## config.mk

```make
export PLATFORM = sky130hd
export DESIGN_NAME = namuru_dump_sched
export DESIGN_NICKNAME = d
export VERILOG_FILES = /design/src/rtl/namuru_dump_sched.sv
export SDC_FILE = /design/constraint.sdc
export NUM_CORES = 1
export LEC_CHECK = 0
export CORE_ASPECT_RATIO = 2
export CORE_MARGIN = 2
export CORE_UTILIZATION = 49
export DETAILED_ROUTE_END_ITERATION = 12
export PLACE_DENSITY = 0.84
export SYNTH_ARGS = -nofsm -noshare
export SYNTH_HDL_FRONTEND = slang
export SYNTH_SLANG_ARGS = --single-unit
```

## constraint.sdc

```tcl
create_clock -name sys_clk -period 3 [get_ports sys_clk]
set_input_delay 0.45 -clock sys_clk [delete_from_list [all_inputs] [get_ports sys_clk]]
set_output_delay 0.45 -clock sys_clk [all_outputs]
set_load 0.01 [all_outputs]
```

## src/rtl/namuru_dump_sched.sv

```systemverilog
// Correlator dump scheduler: on each accepted accumulation strobe, walks the
// pending tracking channels in ascending order, reads six correlator words per
// channel through the shared readout mux and writes them into the result
// buffer. Keeps sticky per-channel fresh/missed flags and a sticky overrun flag.
module namuru_dump_sched #(
    parameter int NCH = 4
) (
    input  logic            sys_clk,
    input  logic            sys_rst,
    input  logic            accum_pulse,
    input  logic [NCH-1:0]  ch_dump,
    output logic [2:0]      ch_sel,
    output logic [2:0]      word_sel,
    input  logic [15:0]     corr_data,
    output logic            buf_we,
    output logic [5:0]      buf_adr,
    output logic [15:0]     buf_dat,
    output logic [NCH-1:0]  new_data,
    output logic [NCH-1:0]  missed,
    input  logic            clr_we,
    input  logic [NCH-1:0]  clr_mask,
    input  logic            clr_ovr,
    output logic            busy,
    output logic            done_irq,
    output logic            overrun
);

    typedef enum logic [1:0] {
        ST_IDLE = 2'd0,
        ST_READ = 2'd1,
        ST_LAST = 2'd2,
        ST_DONE = 2'd3
    } state_t;

    localparam logic [2:0] LAST_WORD = 3'd5;

    state_t          state_r, state_n;
    logic [NCH-1:0]  pend_r, pend_n, pend_left_s, ch_onehot_s;
    logic [2:0]      ch_r, ch_n, word_r, word_n;
    logic            busy_r, done_r;
    logic            we_r, wr_live_s;
    logic [5:0]      adr_r;
    logic [15:0]     dat_hold_r;
    logic [NCH-1:0]  new_data_r, new_data_n, missed_r, missed_n;
    logic [NCH-1:0]  set_s, clr_s;
    logic            overrun_r, overrun_n;

    // Index of the lowest set bit; channels are always served lowest first.
    function automatic logic [2:0] lowest_idx(input logic [NCH-1:0] v);
        logic [2:0] idx;
        idx = 3'd0;
        for (int i = NCH - 1; i >= 0; i--) begin
            if (v[i]) begin
                idx = 3'(i);
            end else begin
                idx = idx;
            end
        end
        return idx;
    endfunction

    // One-hot of the channel currently being read.
    always_comb begin
        ch_onehot_s = {NCH{1'b0}};
        for (int i = 0; i < NCH; i++) begin
            ch_onehot_s[i] = (ch_r == 3'(i));
        end
    end

    // Scan FSM next-state and channel/word sequencing.
    always_comb begin
        state_n     = state_r;
        pend_n      = pend_r;
        ch_n        = ch_r;
        word_n      = word_r;
        pend_left_s = pend_r & ~ch_onehot_s;
        case (state_r)
            ST_IDLE: begin
                if (accum_pulse && (ch_dump != {NCH{1'b0}})) begin
                    pend_n  = ch_dump;
                    ch_n    = lowest_idx(ch_dump);
                    word_n  = 3'd0;
                    state_n = ST_READ;
                end else begin
                    state_n = ST_IDLE;
                end
            end
            ST_READ: begin
                if (word_r == LAST_WORD) begin
                    state_n = ST_LAST;
                end else begin
                    word_n = word_r + 3'd1;
                end
            end
            ST_LAST: begin
                pend_n = pend_left_s;
                if (pend_left_s != {NCH{1'b0}}) begin
                    ch_n    = lowest_idx(pend_left_s);
                    word_n  = 3'd0;
                    state_n = ST_READ;
                end else begin
                    state_n = ST_DONE;
                end
            end
            ST_DONE: begin
                state_n = ST_IDLE;
            end
            default: begin
                state_n = ST_IDLE;
            end
        endcase
    end

    // Sticky flags: a LAST-cycle set beats a software clear of the same bit,
    // and an overrun set beats clr_ovr.
    always_comb begin
        set_s = (state_r == ST_LAST) ? ch_onehot_s : {NCH{1'b0}};
        clr_s = clr_we ? clr_mask : {NCH{1'b0}};
        new_data_n = (new_data_r & ~clr_s) | set_s;
        missed_n   = (missed_r & ~clr_s) | (set_s & new_data_r & ~clr_s);
        if (accum_pulse && (state_r != ST_IDLE)) begin
            overrun_n = 1'b1;
        end else if (clr_ovr) begin
            overrun_n = 1'b0;
        end else begin
            overrun_n = overrun_r;
        end
    end

    // FSM state, sequencing registers and registered status outputs.
    always_ff @(posedge sys_clk) begin
        if (sys_rst) begin
            state_r <= ST_IDLE;
            pend_r  <= {NCH{1'b0}};
            ch_r    <= 3'd0;
            word_r  <= 3'd0;
            busy_r  <= 1'b0;
            done_r  <= 1'b0;
        end else begin
            state_r <= state_n;
            pend_r  <= pend_n;
            ch_r    <= ch_n;
            word_r  <= word_n;
            busy_r  <= (state_n != ST_IDLE);
            done_r  <= (state_n == ST_DONE);
        end
    end

    // Write pipeline (mux has one cycle of latency) and sticky flag registers.
    always_ff @(posedge sys_clk) begin
        if (sys_rst) begin
            we_r       <= 1'b0;
            adr_r      <= 6'd0;
            dat_hold_r <= 16'd0;
            new_data_r <= {NCH{1'b0}};
            missed_r   <= {NCH{1'b0}};
            overrun_r  <= 1'b0;
        end else begin
            we_r <= (state_r == ST_READ);
            if (state_r == ST_READ) begin
                adr_r <= {ch_r, word_r};
            end
            if (we_r) begin
                dat_hold_r <= corr_data;
            end
            new_data_r <= new_data_n;
            missed_r   <= missed_n;
            overrun_r  <= overrun_n;
        end
    end

    // Write data arrives from the mux in the write cycle itself, so it is
    // passed straight through while writing and held afterwards. Reset kills
    // a write already in flight.
    assign wr_live_s = we_r & ~sys_rst;
    assign buf_we    = wr_live_s;
    assign buf_adr   = adr_r;
    assign buf_dat   = wr_live_s ? corr_data : dat_hold_r;
    assign ch_sel    = ch_r;
    assign word_sel  = word_r;
    assign new_data  = new_data_r;
    assign missed    = missed_r;
    assign busy      = busy_r;
    assign done_irq  = done_r;
    assign overrun   = overrun_r;

endmodule
```

==> flow_metrics.py, run 1 <==
metrics = {
    "setup_path": {
        "cp.arrival_ns": 2.15,
        "r2r_end": "ch_sel[1]$_SDFFE_PP0P_",
        "crit_chain": "clkdlybuf4s50_1, nor2b_1, buf_4, mux2_1, clkdlybuf4s50_1",
        "worstSetupPathDepth": 5,
        "r2r_setup_slack_ns": 0.96,
        "cp-endpoint": "buf_dat[12]",
        "path_buf_inv": 3,
        "startpoint": "sys_rst",
        "crit_path_frequent_cell": "clkdlybuf4s50_1",
        "max_stage_delay_ns": 0.49,
        "cp_data_required_time_ns": 2.55,
        "cp-start-kind": "input port",
        "crit_slowest_cell": "clkdlybuf4s50_1",
        "rr_startpoint": "ch_sel[0]$_SDFFE_PP0P_",
        "r2r_cells": 5,
        "crit_fanout": 17,
        "cp-end-kind": "primary output",
        "critPathKind": "input port to primary output",
        "crit_family": "buffers and inverters",
    },
    "power": {
        "cellLeakagePower_nw": 1.059,
        "peakVddDrop_uv": 344.3,
        "powerDensity_nw_per_um2": 421.2,
    },
    "layout": {
        "fin_cells": 349,
        "layout.nets": 326,
        "drive_gt1_frac": 0.06441,
        "diodes": 0,
        "final_area_um2": 2899,
        "area_growth_pct": 35.10,
        "ff_latch_area_um2": 880.8,
        "utilization": 0.6747,
        "multi_input_area_um2": 1164,
        "final_cell_mix": "clkdlybuf4s50_1, dfxtp_1, nor2_1",
        "mostFrequentLayoutCell": "clkdlybuf4s50_1",
        "n_fill_cell": 368,
    },
    "global_route": {
        "grt_usage": 0.2158,
        "antenna_found_initial": 0,
        "grt_max_degree": 44,
        "grt-ovfl-total": 0,
        "grt_pass1_wl_mm": 8.369,
        "grt_pass1_vias": 1898,
    },
    "route": {
        "wl_mm": 4.954,
        "drt-wirelength-per-cell_um": 14.19,
        "num_vias": 1971,
        "viasPerCell": 5.648,
        "drcViolationCount": 0,
        "dr.pass1.iters": 4,
        "ant_nets": 0,
        "drt_iter0_drc": 39,
    },
    "synth": {
        "syn_inst": 235,
        "synth_cell_type_count": 42,
        "synth_seq_cells": 44,
        "synth_largest_area_cell": "dfxtp_1",
        "ys_warn_count": 0,
        "synth.avg_cell_area_um2": 9.131,
        "syn_area_um2": 2146,
        "ys_seq_area_frac": 0.4105,
        "synth.area.top_cells": "dfxtp_1, mux2i_1, mux2_1, nor2_1, a21oi_1",
        "synth_top_area_frac": 0.4105,
    },
    "clock_network": {
        "hold_buffers": 0,
        "cts_tree": "built",
        "cts_sinks": 44,
        "cts.path.max_buffers": 2,
        "post_cts_buffers": 0,
        "clkTransAtPathRegs_ns": 0.08,
        "cts_root_buf": "clkbuf_8",
        "clock_latency_ns": 0.29,
        "cts_buffers": 5,
        "cts-resized-gates": 0,
        "htreeDepth": 2,
    },
    "sta": {
        "max_slew_margin": 0.6227,
        "fin_crit_sh": 0.8652,
        "rsz0062_at_grt": "false",
        "fmax_ghz": 0.3853,
        "slew_viol_final": 0,
        "setup_ws_ns": 0.4045,
        "fin_skew_ns": 0.005071,
        "worstMarginPinSlew_ns": 0.5652,
        "hold_viol": 0,
        "finalSetupViolCount": 0,
        "fin_crit_ns": 2.596,
        "setup-tns-final_ns": 0,
    },
    "place": {
        "dp_hpwl_mm": 3.746,
        "place_area_um2": 2821,
        "pre_cts_ws_ns": 0.4052,
        "place_inst": 342,
        "portBuffers": 66,
        "routabilityCongestion": 0.9342,
    },
    "flow_run": {
        "cap_violations": 0,
    },
    "floorplan": {
        "dieArea_um2": 4957,
        "rows": 34,
        "fp.dieH_um": 97.59,
        "coreArea_um2": 4297,
        "start_util": 0.4994,
        "pin_count": 69,
        "die_w_um": 50.80,
    },
    "worst_hold_path": {
        "hp-class": "flip-flop to flip-flop",
        "min_delay_path_depth": 2,
    },
    "status": {
        "status": "finished clean",
    },
}
[how the worst min path moves through the flow]
| stage | start | endpoint | slack, ns |
|---|---|---|---|
| floorplan | dat_hold_r[0]$_SDFFE_PP0P_ | dat_hold_r[0]$_SDFFE_PP0P_ | 0.45 |
| global placement | buf_adr[2]$_SDFFE_PP0P_ | buf_adr[2]$_SDFFE_PP0P_ | 0.44 |
| detailed placement | buf_adr[0]$_SDFFE_PP0P_ | buf_adr[0]$_SDFFE_PP0P_ | 0.45 |
| CTS | buf_adr[0]$_SDFFE_PP0P_ | buf_adr[0]$_SDFFE_PP0P_ | 0.46 |
| global route | buf_adr[1]$_SDFFE_PP0P_ | buf_adr[1]$_SDFFE_PP0P_ | 0.49 |
| finish | buf_adr[0]$_SDFFE_PP0P_ | buf_adr[0]$_SDFFE_PP0P_ | 0.46 |
[sequential cells by signal (all words and copies together) (netlist names)]
signal      flops
state_r         2
pend_r          4
missed          4
new_data        4
word_sel        3
ch_sel          2
we_r            1
done_irq        1
overrun         1
dat_hold_r     16
busy            1
buf_adr         5
[cell type report]
type,count,area share
Timing Repair Buffer,70,0.2382
Tap cell,54,0.02331
Clock buffer,6,0.02503
Sequential cell,44,0.3038
Multi-Input combinational cell,169,0.4014
Clock inverter,1,0.001726
Inverter,5,0.006474
[cell usage after synthesis, drive strengths merged]
cell type  number
a211oi          8
a21o            1
a21oi          19
a22o            1
a22oi           6
a2bb2oi         3
a311oi          1
a31oi           2
and2            1
buf             6
clkbuf         12
conb            1
dfxtp          44
ha              2
inv             5
mux2           17
mux2i          18
nand2          19
nand2b          2
nand3b          1
nor2           34
nor2b           6
nor3            3
nor3b           2
nor4            2
o211ai          2
o21a            2
o21ai           7
o21bai          1
o22ai           1
o311a           1
o32ai           1
o41ai           1
or4b            3
[report_power, final]
group          switching [mW]  leakage, nW  internal (mW)
logic                   0.109        0.661          0.130
clock network           0.186       0.0410          0.158
registers              0.0314        0.358          0.606
total                   0.326         1.06          0.895
[per-layer routing]
layer,wire [um],part of all wire,global-route usage
met2,2739,0.55,0.4038
met1,1788,0.36,0.2045
met4,170,0.034,0.1164
met5,0,0,0
met3,255,0.051,0.04923
[stage by stage]
step / hold WS, ns / total power, mW
floorplan: 0.4527 / 0.7816
global placement: 0.4419 / 0.8858
detailed placement: 0.4499 / 0.8910
CTS: 0.4614 / 1.237
global route: 0.4855 / 1.287
finish: 0.4601 / 1.221
[cell families (layout without fill, tap and decap cells)]
kind of cell,Yosys count,after routing,share of synthesized area
other,1,2,0.001748
and+or+nand+nor,73,73,0.1598
AOI/OAI and AO/OA,57,57,0.1942
muxes,35,35,0.1732
DFF,44,44,0.4105
adders and majority gates,2,2,0.01166
buffers and inverters,23,82,0.04897
[tightest hold or removal path: stages (launching register included)]
cell,delay (ns)
dfxtp_1,0.32
nand2_1,0.05
a21oi_1,0.05
No activity file was read; power rests on OpenSTA's default activity.
==> run 2, diff against run 1 <==
Settings changed: CORE_ASPECT_RATIO 2 to unset, CORE_UTILIZATION 49 to 46, CTS_CLUSTER_SIZE set to 16, PLACE_DENSITY 0.84 to 0.8.
Clock period 3 ns to 2.8 ns, I/O delays scaled along.
==> flow_metrics.py, run 2 (same netlist as run 1, synthesis figures left out) <==
metrics = {
    "layout": {
        "largest_reg_flops": 16,
        "diodes": 0,
        "n_fill_cell": 391,
        "final_cell_mix": "clkdlybuf4s50_1, dfxtp_1, nor2_1",
        "layout.nets": 327,
        "drive_gt1_frac": 0.07407,
        "mostFrequentLayoutCell": "clkdlybuf4s50_1",
        "largest_register": "dat_hold_r",
        "final_area_um2": 2938,
        "area_growth_pct": 36.91,
        "fin_cells": 349,
    },
    "route": {
        "top_layer_used": "met4",
        "route.met2.wl_mm": 2.327,
        "ant_nets": 0,
        "wl_mm": 4.887,
        "drt-wirelength-per-cell_um": 14.00,
        "drt_iter0_drc": 90,
        "dr.pass1.iters": 4,
        "wl_met3_um": 217,
        "wl_met1_mm": 2.250,
        "drcViolationCount": 0,
        "viasPerCell": 5.358,
        "num_vias": 1870,
    },
    "sta": {
        "rsz0062_at_grt": "false",
        "fin_crit_ns": 2.475,
        "max_slew_margin": 0.6457,
        "fin_skew_ns": 0.006634,
        "finalSetupViolCount": 0,
        "fmax_ghz": 0.4041,
        "slew_viol_final": 0,
        "fin_crit_sh": 0.8838,
        "worstMarginPinSlew_ns": 0.5307,
        "hold_viol": 0,
        "setup-tns-final_ns": 0,
    },
    "clock_network": {
        "cts_root_buf": "clkbuf_8",
        "post_cts_buffers": 0,
        "clkTransAtPathRegs_ns": 0.08,
        "htreeDepth": 2,
        "clock_latency_ns": 0.30,
        "cts_sinks": 44,
        "cts_tree": "built",
        "cts-resized-gates": 0,
        "cts.path.max_buffers": 2,
        "cts_buffers": 5,
        "hold_buffers": 0,
    },
    "global_route": {
        "grt_max_degree": 44,
        "antenna_found_initial": 0,
        "grt_usage": 0.1955,
        "grt_pass1_vias": 1730,
        "grt-ovfl-total": 0,
        "grt_pass1_wl_mm": 8.086,
    },
    "setup_path": {
        "crit_slowest_cell": "clkdlybuf4s50_1",
        "crit_chain": "clkdlybuf4s50_1, nor2b_1, buf_4, mux2_1, clkdlybuf4s50_1",
        "crit_path_frequent_cell": "clkdlybuf4s50_1",
        "crit_family": "buffers and inverters",
        "critPathKind": "input port to primary output",
        "path_buf_inv": 3,
        "cp_data_required_time_ns": 2.38,
        "crit_fanout": 17,
        "max_stage_delay_ns": 0.49,
        "cp-end-kind": "primary output",
        "cp.arrival_ns": 2.05,
        "cp-start-kind": "input port",
    },
    "place": {
        "routabilityCongestion": 0.8569,
        "place_area_um2": 2826,
        "place_inst": 341,
        "portBuffers": 66,
        "dp_hpwl_mm": 3.512,
    },
    "power": {
        "p_switching_uw": 364.7,
        "cellLeakagePower_nw": 1.077,
        "swShare": 0.2570,
        "powerDensity_nw_per_um2": 483.0,
        "p_int_mw": 1.054,
        "peakVddDrop_uv": 285.9,
        "combPwrFrac": 0.182,
        "seq_power_share": 0.480,
        "p_clk_frac": 0.338,
    },
    "floorplan": {
        "coreArea_um2": 4414,
        "die_w_um": 72.30,
        "fp.dieH_um": 72.30,
        "pin_count": 69,
        "start_util": 0.4861,
        "dieArea_um2": 5227,
        "rows": 24,
    },
    "status": {
        "status": "finished clean",
    },
    "worst_hold_path": {
        "hp-class": "flip-flop to flip-flop",
    },
    "flow_run": {
        "cap_violations": 0,
    },
}
==> run 2: cell count changes in the layout (fill, tap and decap cells not counted), sizes merged <==
cell | before | now
buf | 4 | 5
bufinv | 0 | 1
clkbuf | 6 | 5
clkinvlp | 0 | 1
==> run 2: path summary, 6_finish.rpt <==
| path | start | endpoint | slack (ns) | cells past startpoint |
|---|---|---|---|---|
| max reg2reg | ch_sel[0]$_SDFFE_PP0P_ | ch_sel[1]$_SDFFE_PP0P_ | 0.81 | 5 |
| max | sys_rst | buf_dat[4] | 0.33 | 5 |
| min reg2reg | buf_adr[1]$_SDFFE_PP0P_ | buf_adr[1]$_SDFFE_PP0P_ | 0.45 | 2 |
| min | buf_adr[1]$_SDFFE_PP0P_ | buf_adr[1]$_SDFFE_PP0P_ | 0.45 | 2 |
==> run 2: area by class of cell <==
class / instances / area, um^2 / area share
inverters: 5 / 18.77 / 0.006388
repair buffers: 71 / 698.2 / 0.2376
clock buffers: 5 / 68.82 / 0.02342
flip-flops and latches: 44 / 880.8 / 0.2998
well taps: 52 / 65.06 / 0.02215
multi-input cells: 169 / 1164 / 0.3961
clock inverters: 3 / 42.54 / 0.01448
==> run 2: worst register-to-register path: cells and delay by family, from the launching register on <==
| kind | cells | cell delay (ns) |
|---|---|---|
| AOI/OAI and AO/OA | 4 | 0.84 |
| DFF | 1 | 0.60 |
| and+or+nand+nor | 1 | 0.48 |
==> run 2: stage by stage <==
stage,setup WS [ns],total power [mW],hold slack (ns),utilization
6_report,0.3254,1.419,0.4538,0.6655
5_1_grt,0.2392,1.485,0.4877,0.6655
4_1_cts,0.3162,1.433,0.4577,0.6655
3_5_place_dp,0.3203,0.9539,0.4459,0.6403
3_3_place_gp,0.3394,0.9489,0.4405,0.6403
2_1_floorplan,0.6462,0.8374,0.4527,-
==> run 2: routing by layer <==
| metal | vias to the layer above | GRT usage |
|---|---|---|
| li1 | 952 | - |
| met3 | 7 | 0.03194 |
| met4 | 0 | 0.08805 |
| met5 | - | 0 |
| met2 | 47 | 0.3160 |
| met1 | 864 | 0.2565 |
==> run 2: power by group through the flow <==
stage	Sequential [mW]	Combinational, mW	Clock, mW
final	0.681	0.258	0.480
after global routing	0.687	0.283	0.515
after detailed placement	0.696	0.258	0
after global placement	0.695	0.254	0
after floorplan	0.682	0.156	0
after CTS	0.681	0.259	0.493
==> run 3, diff against run 2 <==
Settings changed: CORE_MARGIN 2 to unset.
==> flow_metrics.py, run 3 (same netlist as run 1, synthesis figures left out) <==
metrics = {
    "place": {
        "portBuffers": 66,
        "place_area_um2": 2826,
        "routabilityCongestion": 0.8622,
        "dp_hpwl_mm": 3.384,
    },
    "route": {
        "wl_mm": 4.763,
        "drt-wirelength-per-cell_um": 13.65,
        "viasPerCell": 5.358,
        "drt_iter0_drc": 75,
        "ant_nets": 0,
        "drcViolationCount": 0,
        "dr.pass1.iters": 4,
        "num_vias": 1870,
    },
    "layout": {
        "layout.nets": 327,
        "final_area_um2": 2934,
        "largest_reg_flops": 16,
        "mostFrequentLayoutCell": "clkdlybuf4s50_1",
        "area_growth_pct": 36.73,
        "utilization": 0.6647,
        "final_cell_mix": "clkdlybuf4s50_1, dfxtp_1, nor2_1",
        "drive_gt1_frac": 0.07071,
        "largest_register": "dat_hold_r",
        "diodes": 0,
    },
    "setup_path": {
        "crit_path_frequent_cell": "clkdlybuf4s50_1",
        "cp_data_required_time_ns": 2.38,
        "crit_slowest_cell": "clkdlybuf4s50_1",
        "critPathKind": "input port to primary output",
        "cp-end-kind": "primary output",
        "crit_fanout": 17,
        "max_stage_delay_ns": 0.48,
        "cp-start-kind": "input port",
        "crit_chain": "clkdlybuf4s50_1, nor2b_1, buf_4, mux2_1, clkdlybuf4s50_1",
        "cp.arrival_ns": 2.05,
    },
    "sta": {
        "finalSetupViolCount": 0,
        "fin_crit_sh": 0.8837,
        "max_slew_margin": 0.6233,
        "fin_crit_ns": 2.474,
        "fmax_ghz": 0.4041,
        "worstMarginPinSlew_ns": 0.5643,
        "hold_viol": 0,
        "slew_viol_final": 0,
        "rsz0062_at_grt": "false",
        "fin_skew_ns": 0.002331,
        "setup-tns-final_ns": 0,
    },
    "floorplan": {
        "pin_count": 69,
        "dieArea_um2": 4942,
        "coreArea_um2": 4414,
        "fp.dieH_um": 70.30,
        "die_w_um": 70.30,
        "start_util": 0.4861,
        "rows": 24,
    },
    "global_route": {
        "antenna_found_initial": 0,
        "grt-ovfl-total": 0,
        "grt_pass1_vias": 1784,
        "grt_max_degree": 44,
        "grt_usage": 0.1987,
        "grt_pass1_wl_mm": 8.017,
    },
    "clock_network": {
        "clkTransAtPathRegs_ns": 0.08,
        "cts_buffers": 5,
        "cts_root_buf": "clkbuf_8",
        "cts-resized-gates": 0,
        "cts.path.max_buffers": 2,
        "post_cts_buffers": 0,
        "hold_buffers": 0,
        "htreeDepth": 2,
        "clock_latency_ns": 0.29,
        "cts_sinks": 44,
        "cts_tree": "built",
    },
    "power": {
        "powerDensity_nw_per_um2": 480.7,
        "cellLeakagePower_nw": 1.078,
        "p_switching_uw": 355.4,
        "peakVddDrop_uv": 486.0,
        "seq_power_share": 0.483,
        "swShare": 0.2519,
        "p_clk_frac": 0.335,
        "p_int_mw": 1.055,
        "combPwrFrac": 0.182,
    },
    "status": {
        "status": "finished clean",
    },
    "worst_hold_path": {
        "hp-class": "flip-flop to flip-flop",
    },
    "flow_run": {
        "cap_violations": 0,
    },
}
## run 3: final cells by class
type	count	area, um^2
Fill cell	371	1480
Clock buffer	6	72.57
Multi-Input combinational cell	169	1164
Inverter	5	18.77
Clock inverter	2	35.03
Tap cell	52	65.06
Sequential cell	44	880.8
Timing Repair Buffer	71	698.2
## run 3: worst paths after layout
| kind | start | to | slack, ns | depth (start not counted) |
|---|---|---|---|---|
| setup reg to reg | ch_sel[0]$_SDFFE_PP0P_ | ch_sel[1]$_SDFFE_PP0P_ | 0.82 | 5 |
| setup / recovery | sys_rst | buf_dat[7] | 0.33 | 5 |
| hold reg to reg | buf_adr[1]$_SDFFE_PP0P_ | buf_adr[1]$_SDFFE_PP0P_ | 0.46 | 2 |
| hold / removal | buf_adr[1]$_SDFFE_PP0P_ | buf_adr[1]$_SDFFE_PP0P_ | 0.46 | 2 |
## run 3: stage by stage
step	std cells	setup slack, ns	hold slack, ns	power [mW]
finish	349	0.3256	0.4552	1.410
floorplan	236	0.6462	0.4527	0.8374
CTS	349	0.3154	0.4574	1.424
global route	349	0.2411	0.4914	1.476
detailed placement	341	0.3173	0.4459	0.9528
global placement	341	0.3416	0.4403	0.9489
## run 3: per-layer routing
| metal | share of wire | GRT usage | wire, um | vias to the layer above |
|---|---|---|---|---|
| li1 | - | - | - | 958 |
| met1 | 0.46 | 0.2561 | 2186 | 863 |
| met2 | 0.49 | 0.3376 | 2354 | 47 |
| met3 | 0.041 | 0.03463 | 194 | 2 |
| met4 | 0.0057 | 0.05778 | 27 | 0 |
| met5 | 0 | 0 | 0 | - |
## run 3: power by group through the flow
stage                     registers [mW]  logic, mW  clock network (mW)
final                              0.681      0.257               0.472
after global placement             0.695      0.254                   0
after floorplan                    0.682      0.156                   0
after detailed placement           0.696      0.257                   0
after global routing               0.687      0.280               0.508
after CTS                          0.681      0.258               0.485
## run 3: critical path, delay by kind of cell
kind | cells | cell delay, ns
buf+inv | 3 | 1.15
mux | 1 | 0.36
simple gates | 1 | 0.12
==> RTL edit 1 (flow settings as in run 2) <==
Set the parameter `NCH` to 3 (it was 4).
--- a/src/rtl/namuru_dump_sched.sv
+++ b/src/rtl/namuru_dump_sched.sv
@@ -3,7 +3,7 @@
 // channel through the shared readout mux and writes them into the result
 // buffer. Keeps sticky per-channel fresh/missed flags and a sticky overrun flag.
 module namuru_dump_sched #(
-    parameter int NCH = 4
+    parameter int NCH = 3
 ) (
     input  logic            sys_clk,
     input  logic            sys_rst,
Ports: changed (resized ch_dump, clr_mask, missed and new_data); port bits go from 69 to 65. No check against the original RTL was run, so the function may have changed too.
==> RTL edit 1 against run 2 <==
  * Sequential share of layout area increased by 1.3 points
  * Sequential power decreased by 8.1%
  * Total power decreased by 12%
  * Maximum frequency increased by 0.26%
  * Critical path type unchanged
  * Setup slack improved by 6.4 ps
  * Critical endpoint is now buf_dat[10]
  * Sequential cell count decreased by 3
  * Wire length decreased by 18%
  * Area after synthesis decreased by 11%
  * Design area decreased by 11%
==> RTL edit 1: results (changes against run 2) <==
- Async SR Flop Fraction: 0% (unchanged)
- After clock tree synthesis, the clock-pin slew on the worst setup and hold paths is ~70 ps.
- Ranked by total cell area, the synthesized netlist is headed by sky130_fd_sc_hd__dfxtp_1, sky130_fd_sc_hd__mux2_2, sky130_fd_sc_hd__mux2i_1, sky130_fd_sc_hd__nor2_1, sky130_fd_sc_hd__a21oi_1.
- The clock buffer count from CTS is 5 (unchanged).
- Yosys Warn Count: 0 (unchanged)
* Worst reg2reg endpoint: ch_sel[0]
* Worst hold path type: reg -> reg
- The run finished with clean final reports.
- The worst slew margin relative to its limit is 66.3% (+1.7 points).
- The antenna diode count came to 0 (unchanged).
- Number of vias after detailed routing: 1,601 (-14%)
* Wire length of the first global-routing pass: 6160 µm (-24%)
- The worst-case register-to-register setup slack came to 1320 ps (+510 ps).
- Following the worst setup path forward leads to its endpoint at buf_dat[10].
* Worst-case clock skew: 4.99 ps (-1.65 ps)
- The DRC violation total after the first TritonRoute iteration came to 40 (-56%).
- The final net count is 293 (-10%).
- Post-Place Cell Area: 0.00252 mm² (-11%)
- Share of post-route cells with drive strength above 1: 13.6% (+6.2 points)
- Counting instances in the post-synthesis netlist gives the leading cell types as sky130_fd_sc_hd__dfxtp_1, sky130_fd_sc_hd__nor2_1, sky130_fd_sc_hd__a21oi_1.
- Initial antenna violation count: 0 (unchanged)
- The clock latency of the later-clocked register in the worst-skew pair was 280 ps (-20 ps).
- The pin count of the biggest net entering global routing is 43 (-2.3%).
- The number of global-route vias before repair is 1,430 (-17%).
- The unique cell type count in the Yosys netlist is 34 (-19%).
- The sequential area share after synthesis was 43.2% (+2.1 points).
- Master cell of the clock root buffer: sky130_fd_sc_hd__clkbuf_8
- The final routed wirelength across all metal layers was 4020 µm (-18%).
* Count of buffers from port buffering: 62 (-6.1%)
- The half-perimeter wire length after detailed placement was 2930 µm (-17%).
* Maximum ir drop on the vdd rail: 0.376 mV (+31%)
- Total routing usage reported by global routing: 17.8% (-1.7 points)
- Post-CTS Resized: 0 (unchanged)
- The global placement routability congestion was 0.827 (-3.5%).
* Depth of the worst register-to-register path: 4 (-1)
- CTS Hold Bufs: 0 (unchanged)
- Static power due to leakage: 0.000960 µW (-11%)
- The count of filler cells inserted in the layout came to 364 (-6.9%).
[RTL edit 1: power breakdown]
part / internal, µW / switching [µW] / total (µW)
Combinational: 122 / 92.4 / 215
Clock: 223 / 191 / 413
Sequential: 606 / 20.4 / 626
Total: 951 / 303 / 1250
[RTL edit 1: critical path: cells and delay by family]
kind	cells	cell delay (ps)
multiplexers	1	370
buffers and inverters	3	1150
AND/OR/NAND/NOR	1	110
[RTL edit 1: worst min path at each step]
stage | start | end | slack, ps | cells after the start
2_1_floorplan | dat_hold_r[0] | dat_hold_r[0] | 460 | 2
3_3_place_gp | buf_adr[3] | buf_adr[3] | 440 | 2
3_5_place_dp | buf_adr[3] | buf_adr[3] | 460 | 2
4_1_cts | buf_adr[3] | buf_adr[3] | 460 | 2
5_1_grt | buf_adr[2] | buf_adr[2] | 490 | 2
6_report | buf_adr[3] | buf_adr[3] | 460 | 2
[RTL edit 1: per-layer routing]
| layer | global-route usage, % | vias to the layer above | part of all wire [%] |
|---|---|---|---|
| li1 | - | 815 | - |
| met1 | 21.5 | 746 | 46 |
| met2 | 29.6 | 38 | 48 |
| met3 | 6.58 | 2 | 5.4 |
| met4 | 5.25 | 0 | 0.72 |
| met5 | 0 | - | 0 |
[RTL edit 1: cell families after synthesis]
logic type / share of synthesized area, %
multiplexers: 19.5
other: 0.197
AND/OR/NAND/NOR: 16.9
adder cells (fa/ha/maj): 1.32
AO/OA/AOI/OAI: 13.5
buffers and inverters: 5.46
flip-flops: 43.2
[RTL edit 1: per-stage QoR]
stage                     instances  hold slack, ps  setup WS [ps]  utilization (%)  total power, µW
final                           315             460            332             65.5             1250
after global placement          307             444            342             63.0              852
after floorplan                 206             456           1010                -              758
after CTS                       315             465            327             65.5             1270
after global routing            315             488            290             65.5             1320
after detailed placement        307             455            328             63.0              855
[RTL edit 1: cell type report]
cell class / count / share of cell area, %
Tap cell: 50 / 2.39
Timing Repair Buffer: 65 / 24.5
Multi-Input combinational cell: 148 / 37.4
Clock inverter: 1 / 0.191
Sequential cell: 41 / 31.3
Inverter: 3 / 0.430
Clock buffer: 7 / 3.68
==> RTL edit 2 (flow settings as in run 2) <==
Without the edit above. Encoding of `state_t`: now one-hot (4 bits for 4 states).
--- a/src/rtl/namuru_dump_sched.sv
+++ b/src/rtl/namuru_dump_sched.sv
@@ -25,11 +25,11 @@
     output logic            overrun
 );
 
-    typedef enum logic [1:0] {
-        ST_IDLE = 2'd0,
-        ST_READ = 2'd1,
-        ST_LAST = 2'd2,
-        ST_DONE = 2'd3
+    typedef enum logic [3:0] {
+        ST_IDLE = 4'b0001,
+        ST_READ = 4'b0010,
+        ST_LAST = 4'b0100,
+        ST_DONE = 4'b1000
     } state_t;
 
     localparam logic [2:0] LAST_WORD = 3'd5;
Behaviour: no difference found for any inputs over 10 cycles, from zero or initial values and one cycle with sys_rst high; not proved beyond that.
==> RTL edit 2 against run 2 <==
  * Wire length increased by 2.5%
  * Sequential share of layout area increased by 1.3 points
  * Critical path depth unchanged
  * Total power decreased by 6.2%
  * Sequential power increased by 1%
  * Area after synthesis about the same
  * Design area about the same
  * Setup slack got worse by 53 ps
  * Maximum frequency decreased by 2.1%
  * Sequential cell count increased by 2
  * Hold slack improved by 27 ps
  * Register-to-register slack improved by 130 ps
  * Utilization increased by 0.057 points
  * First-iteration DRC count increased by 120%
==> RTL edit 2: results (changes against run 2) <==
- Static power due to leakage: 0.00108 µW (about the same)
- The flow ran to the end, and the final reports show no timing, DRC or antenna violations.
* Wire length of the first global-routing pass: 7840 µm (-3.1%)
- Maximum number of pins on one net before global-route repair: 43 (-2.3%)
* Count of placed standard cells in the final layout, fillers left out: 340 (-2.6%)
- Total instance count after detailed placement: 332 (-2.6%)
* Actual slew at the worst max-slew pin: 531 ps (+0.246 ps)
* Highest cell delay on the worst timing path: 490 ps (about the same)
- The average routed wire per standard cell came to 14.7 µm (+5.2%).
- The via density per instance was 5.42 (+1.2%).
* DRC marker count from the first detailed-route iteration: 202 (+120%)
- The worst voltage drop across the vdd grid is 0.248 mV (-13%).
- The worst path arrival time is 2110 ps (+60 ps).
- The number of flops mapped to enable cells by yosys came to 0 (unchanged).
* Share of post-route cells with drive strength above 1: 12.8% (+5.4 points)
- Sequential fraction of the synthesis area: 42.9% (+1.8 points)
- The length of routed met2 wiring is 2380 µm (+2.1%).
- The routed length on met1 is 2240 µm (-0.53%).
* Routability Congestion: 0.871 (+1.6%)
* Cell with the largest stage delay on the worst path: sky130_fd_sc_hd__clkdlybuf4s50_1
* Final HPWL DP: 3470 µm (-1.1%)
- The overall fraction of global-route tracks in use came to 19.0% (-0.55 points).
* Vias in the first global route: 1,693 (-2.1%)
* Number of distinct standard cells referenced by the synthesized netlist: 45 (+7.1%)
* Cell count after synthesis: 225 (-4.3%)
* Worst-case clock skew: 4.19 ps (-2.45 ps)
* Master cell of the clock root buffer: sky130_fd_sc_hd__clkbuf_8
- The met3 layer wire length in the routed design is 267 µm (+23%).
- Net Sw Power: 312 µW (-14%)
* Ranking of synthesized cells by area: sky130_fd_sc_hd__dfxtp_1, sky130_fd_sc_hd__mux2i_1, sky130_fd_sc_hd__mux2_2, sky130_fd_sc_hd__nor2_1, sky130_fd_sc_hd__a21oi_1
- Counting instances in the post-synthesis netlist gives the leading cell types as sky130_fd_sc_hd__dfxtp_1, sky130_fd_sc_hd__nor2_1, sky130_fd_sc_hd__mux2i_1.
* Filler instances: 354 (-9.5%)
* Final-stage net count: 318 (-2.8%)
RTL edit 2: power groups by stage:
stage               logic (µW)  clock network (µW)  registers, µW
finish                     168                 474            689
global route               181                 521            691
CTS                        168                 483            688
detailed placement         166                   0            703
global placement           165                   0            703
floorplan                 98.7                   0            695
RTL edit 2: worst register-to-register path, cell delays in order (launching register included):
cell	delay, ps
sky130_fd_sc_hd__dfxtp_1	330
sky130_fd_sc_hd__or4b_1	800
sky130_fd_sc_hd__nor2_1	190
sky130_fd_sc_hd__a41o_1	170
sky130_fd_sc_hd__a21oi_2	70
sky130_fd_sc_hd__o32ai_1	220
RTL edit 2: layout make-up:
type                            count  share of cell area (%)
Multi-Input combinational cell    158                    38.1
Clock inverter                      3                    1.36
Sequential cell                    46                    31.3
Tap cell                           52                    2.21
Timing Repair Buffer               70                    23.9
Clock buffer                        5                    2.34
Inverter                            6                   0.766
RTL edit 2: cells by family (layout without fill, tap and decap cells):
family,after synthesis,after routing,synth area share [%]
other,1,2,0.175
buffers and inverters,22,84,5.42
AO/OA/AOI/OAI,45,45,14.7
multiplexers,37,37,18.2
flip-flops,46,46,42.9
adder cells (fa/ha/maj),2,2,1.17
AND/OR/NAND/NOR,72,72,17.4
RTL edit 2: metrics by stage:
| stage | hold WS [ps] | setup slack [ps] | area (µm²) |
|---|---|---|---|
| 2_1_floorplan | 456 | 825 | 2150 |
| 3_3_place_gp | 461 | 260 | 2830 |
| 3_5_place_dp | 476 | 257 | 2830 |
| 4_1_cts | 489 | 256 | 2940 |
| 5_1_grt | 511 | 223 | 2940 |
| 6_report | 481 | 273 | 2940 |
RTL edit 2: per-layer routing:
metal	vias up	global-route usage, %
met4	0	9.22
met3	13	3.47
met2	66	30.5
met1	851	24.6
li1	914	-
met5	-	0
RTL edit 2: worst paths after layout:
check	start	end	slack, ps	cells past startpoint
max reg2reg	state_r[2]	word_sel[1]	940	5
min reg2reg	overrun	overrun	480	2
max	sys_rst	buf_dat[2]	270	5
min	overrun	overrun	480	2
